[config.mk]
export PLATFORM = sky130hd
export DESIGN_NAME = register_file_wrapper_flat
export DESIGN_NICKNAME = d
export VERILOG_FILES = /design/src/rtl/register_file_wrapper_if.sv /design/src/rtl/register_file_wrapper.sv /design/src/flat_wrapper.sv
export SDC_FILE = /design/constraint.sdc
export NUM_CORES = 2
export LEC_CHECK = 0
export BUFFER_PORTS_ARGS = -buffer_cell sky130_fd_sc_hd__buf_2
export CORE_MARGIN = 8
export CORE_UTILIZATION = 60
export CTS_CLUSTER_DIAMETER = 30
export CTS_CLUSTER_SIZE = 12
export DETAILED_ROUTE_END_ITERATION = 16
export HOLD_SLACK_MARGIN = 0.08
export PLACE_DENSITY_LB_ADDON = 0.08
export SLEW_MARGIN = 20
export SYNTH_ARGS = -nofsm -noshare
export SYNTH_HDL_FRONTEND = slang
export SYNTH_SLANG_ARGS = --single-unit
[constraint.sdc]
create_clock -name clk -period 45 [get_ports clk]
set_input_delay 9 -clock clk [delete_from_list [all_inputs] [get_ports clk]]
set_output_delay 9 -clock clk [all_outputs]
set_load 0.005 [all_outputs]
[src/rtl/register_file_wrapper_if.sv]
// Register file bus: decode-side read addresses, write-back port and read data.
interface register_file_wrapper_if #(
   parameter int WIDTH = 32,
   parameter int SIZE  = 5
);
   logic             reg_write_i;
   logic [SIZE-1:0]  write_register_i;
   logic [SIZE-1:0]  read_register_1_i;
   logic [SIZE-1:0]  read_register_2_i;
   logic [WIDTH-1:0] write_data_i;
   logic [WIDTH-1:0] read_data_1_o;
   logic [WIDTH-1:0] read_data_2_o;

   // Datapath side: presents addresses and write data, consumes read data.
   modport master (
      output reg_write_i, write_register_i, read_register_1_i, read_register_2_i, write_data_i,
      input  read_data_1_o, read_data_2_o
   );

   // Register file side.
   modport slave (
      input  reg_write_i, write_register_i, read_register_1_i, read_register_2_i, write_data_i,
      output read_data_1_o, read_data_2_o
   );
endinterface

[src/rtl/register_file_wrapper.sv]
// Two-read / one-write register file built from a write decoder, per-register
// enabled flops and two combinational read muxes. R0 has no storage and reads 0.

// One storage register: loads d when en is high, cleared asynchronously.
module register_file_cell #(
   parameter int WIDTH = 32
) (
   input  logic             clk,
   input  logic             reset,
   input  logic             en,
   input  logic [WIDTH-1:0] d,
   output logic [WIDTH-1:0] q
);
   // Enabled flop with asynchronous clear.
   always_ff @(posedge clk or posedge reset) begin
      if (reset)   q <= '0;
      else if (en) q <= d;
   end
endmodule

module register_file_wrapper #(
   parameter int WIDTH = 32,
   parameter int SIZE  = 5
) (
   input  logic                   clk,
   input  logic                   reset,
   register_file_wrapper_if.slave bus
);
   localparam int NUM_REGS = 1 << SIZE;

   // Decode starts at index 1: R0 never gets an enable, so writes to it vanish.
   logic [NUM_REGS-1:1] wr_en;
   logic [WIDTH-1:0]    regs [NUM_REGS];

   assign regs[0] = '0;

   genvar i;
   generate
      for (i = 1; i < NUM_REGS; i++) begin : g_reg
         assign wr_en[i] = bus.reg_write_i && (bus.write_register_i == SIZE'(i));

         register_file_cell #(.WIDTH(WIDTH)) u_cell (
            .clk   (clk),
            .reset (reset),
            .en    (wr_en[i]),
            .d     (bus.write_data_i),
            .q     (regs[i])
         );
      end
   endgenerate

   // Read ports are pure muxes; no bypass, so a same-cycle write shows after the edge.
   assign bus.read_data_1_o = regs[bus.read_register_1_i];
   assign bus.read_data_2_o = regs[bus.read_register_2_i];
endmodule

[src/flat_wrapper.sv]
// flat-port wrapper written by rule: the top's interface ports become plain ports
module register_file_wrapper_flat 
#(
   parameter int WIDTH = 32,
   parameter int SIZE  = 5
)
  (clk, reset, bus_reg_write_i, bus_write_register_i, bus_read_register_1_i, bus_read_register_2_i, bus_write_data_i, bus_read_data_1_o, bus_read_data_2_o);
  register_file_wrapper_if #(.WIDTH(WIDTH), .SIZE(SIZE)) bus_i ();
  input  logic clk;
  input  logic reset;
  input wire logic [$bits(bus_i.reg_write_i)-1:0] bus_reg_write_i;
  input wire logic [$bits(bus_i.write_register_i)-1:0] bus_write_register_i;
  input wire logic [$bits(bus_i.read_register_1_i)-1:0] bus_read_register_1_i;
  input wire logic [$bits(bus_i.read_register_2_i)-1:0] bus_read_register_2_i;
  input wire logic [$bits(bus_i.write_data_i)-1:0] bus_write_data_i;
  output wire logic [$bits(bus_i.read_data_1_o)-1:0] bus_read_data_1_o;
  output wire logic [$bits(bus_i.read_data_2_o)-1:0] bus_read_data_2_o;
  assign bus_i.reg_write_i = bus_reg_write_i;
  assign bus_i.write_register_i = bus_write_register_i;
  assign bus_i.read_register_1_i = bus_read_register_1_i;
  assign bus_i.read_register_2_i = bus_read_register_2_i;
  assign bus_i.write_data_i = bus_write_data_i;
  assign bus_read_data_1_o = bus_i.read_data_1_o;
  assign bus_read_data_2_o = bus_i.read_data_2_o;
  register_file_wrapper #(.WIDTH(WIDTH), .SIZE(SIZE)) u_core (.clk(clk), .reset(reset), .bus(bus_i));
endmodule
==> flow_summary.toml <==
[timing]
worstMarginPinSlew_ns = 1.125
setup_violations = 0
maxSlewHeadroom_pct = 24.80
slew_viol_final = 0
finalCriticalPeriod_ns = 21.98
tns_ns = 0
clock_skew_ns = 0
period_share_pct = 48.83
rsz0062_at_grt = "false"
timing.final.hold_violations = 0
max_freq_ghz = 0.04551

[yosys]
synth_flop_cell = "dfrtp_1"
synthMuxAreaShare_pct = 41.67
ys_async_sr_fraction_pct = 100.0
synth_edf_count = 0
synth.top_cell.area_share_pct = 46.71
synthTopCellsByCount = "1,002 x mux2_2, 992 x dfrtp_1, 384 x mux4_2"
syn_avg_cell_area_um2 = 14.61
synth_compound_area_share_pct = 6.329
synthDistinctLibCells = 32
ys_seq_area_share_pct = 46.71
synth_xor_area_share_pct = 0
syn_area_um2 = 53140
syn_nets = 3687
postSynthCellCount = 3637
synth_area_leaders = "dfrtp_1 47%, mux2_2 21%, mux4_2 16%"
yosysWarnings = 0
synth.most_common_cell = "mux2_2"
yosys.area.top_type = "dfrtp_1"
synth_fa_ha_area_share_pct = 0
synth_top_family_by_area = "multiplexers"
yosys_register_bits = 992
synthSimpleGateAreaFrac_pct = 1.796

[floorplanning]
die_x_um = 313.6
start_util_pct = 60.32
rows = 109
die_area_um2 = 98350
boundaryPins = 114
design.core.area_um2 = 88100
die_y_um = 313.6

[power]
power.switching_uw = 882.4
internal-power_uw = 2481
clockPowerShare_pct = 47.9
leakagePower_uw = 0.02726
seqPwrFrac_pct = 35.9
peakVddDrop_mv = 0.05416
combPwrFrac_pct = 16.2
powerDensity_nw_per_um2 = 54.51
p_sw_share_pct = 26.24

[clocking]
cts_resized = 0
htreeDepth = 4
clk_path_buf_depth = 3
cts_made_buffers = 208
cts_tree = "built"
clock-root-buffer = "clkbuf_16"
post_cts_buffers = 0
clk_latency_ns = 0.78
clkTransAtPathRegs_ns = 0.05
cts_hold_buf = 0
clock-sinks = 992

[finish]
stdcell_count = 4965
max_flop_register = "u_core.g.u_cell.q"
top_regs = "u_core.g.u_cell.q x992"
syn2layout_area_growth_pct = 16.11
largest_register_ffs = 992
fill_cells = 5886
drive_above_1_share_pct = 52.15
nNetsFinal = 3673

[worst_setup_path]
crit_arrival_ns = 12.98
cp.required_ns = 36.00
worstSetupEndpointType = "output port"
path_max_fanout = 36
r2r_slack_ns = 44.16
startpoint_type = "input pin"
critical_path_class = "input pin to output port"

[detailed_routing]
ant_nets = 0
met2WireLength_um = 78380
met3_length_um = 16980
vias = 36040
drcViolationCount = 0
post_drt_wl_per_cell_um = 34.54
met1_length_um = 66940
via_per_inst = 7.258
drt_iter0_markers = 3737
drt_wl_total_um = 171500
highest_layer = "met5"
dr.pass1.iters = 6

[grt]
grt-ovfl-total = 0
grt_max_degree = 142
grt_pass1_vias = 38340
grt_first_pass_wirelength_um = 256500
antenna_found_initial = 5
track_usage_pct = 34.90

[placement]
dp.final_hpwl_um = 94540
io_buffers = 113
gp_congestion = 0.8458
dp_cells = 4578

[run_status]
outcome = "finished clean"

[worst_hold_path]
hp-class = "flop to flop"

[job]
drv_cap = 0
## layer usage
metal | up-vias | global-route usage [%]
met1 | 19170 | 46.38
met2 | 2136 | 52.27
met4 | 2 | 17.86
li1 | 14150 | -
met5 | - | 0
met3 | 583 | 10.43
## cell usage in the layout, fill, tap and decap left out, drive strengths merged
master,instances
inv,16
and2,34
nand4b,3
mux2,1056
nand3,3
mux2i,160
dfrtp,992
clkinvlp,22
and3,32
diode,3
nor3b,2
or3,2
o31ai,64
mux4,384
o22ai,64
a22o,192
nand2b,6
o21ai,64
nand2,79
clkbuf,258
nand4,1
clkinv,58
nor2b,9
buf,180
nor2,15
bufinv,34
a211oi,64
nor3,3
## per-stage QoR
step | util [%] | instance area (um^2) | worst slack, ns | power (uW) | hold slack (ns)
5_1_grt | 70.03 | 61700 | 22.79 | 3477 | 0.5232
2_1_floorplan | - | 53140 | 8.091 | 1594 | 0.4704
3_3_place_gp | 61.51 | 54190 | 22.98 | 1713 | 0.4872
6_report | 70.03 | 61700 | 23.02 | 3363 | 0.5114
3_5_place_dp | 61.51 | 54190 | 23.03 | 1749 | 0.5025
4_1_cts | 70.01 | 61680 | 23.01 | 3364 | 0.5123
## power by group through the flow
stage | clock network (uW) | logic [uW] | registers (uW)
floorplan | 0 | 428 | 1170
global placement | 0 | 519 | 1190
detailed placement | 0 | 538 | 1210
CTS | 1620 | 542 | 1200
global route | 1670 | 579 | 1230
finish | 1610 | 544 | 1210
## worst max-delay path, cell delays in order
cell and delay, ns:
buf_4 0.66, buf_4 0.85, nor2b_4 0.71, buf_4 0.57, a22o_1 0.24, a211oi_1 0.09
o31ai_1 0.55, buf_2 0.23
## path summary, 6_finish.rpt
kind                                                  to  cells past startpoint                           from
max                                bus_read_data_2_o[10]                      8       bus_read_register_2_i[1]
min                        u_core.g_reg[17].u_cell.q[14]                      1  u_core.g_reg[17].u_cell.q[14]
min in group asynchronous  u_core.g_reg[15].u_cell.q[25]                      2                          reset
max reg2reg                 u_core.g_reg[2].u_cell.q[10]                      1   u_core.g_reg[2].u_cell.q[10]
min reg2reg                u_core.g_reg[17].u_cell.q[14]                      1  u_core.g_reg[17].u_cell.q[14]
max in group asynchronous    u_core.g_reg[6].u_cell.q[9]                      5                          reset
## layout make-up
cell class	count	area (um^2)	share of cell area, %
Clock buffer	257	5690	9.223
Antenna cell	3	7.507	0.01217
Sequential cell	992	24820	40.23
Timing Repair Buffer	181	1167	1.892
Clock inverter	127	1794	2.908
Inverter	3	20.02	0.03245
Multi-Input combinational cell	2237	26740	43.34
Tap cell	1165	1458	2.362
## cells by family after synthesis
family,count (synthesis)
AND/OR/NAND/NOR,189
buffers and inverters,408
AO/OA/AOI/OAI,448
multiplexers,1600
flip-flops,992
(Power assumes the default switching activity.)
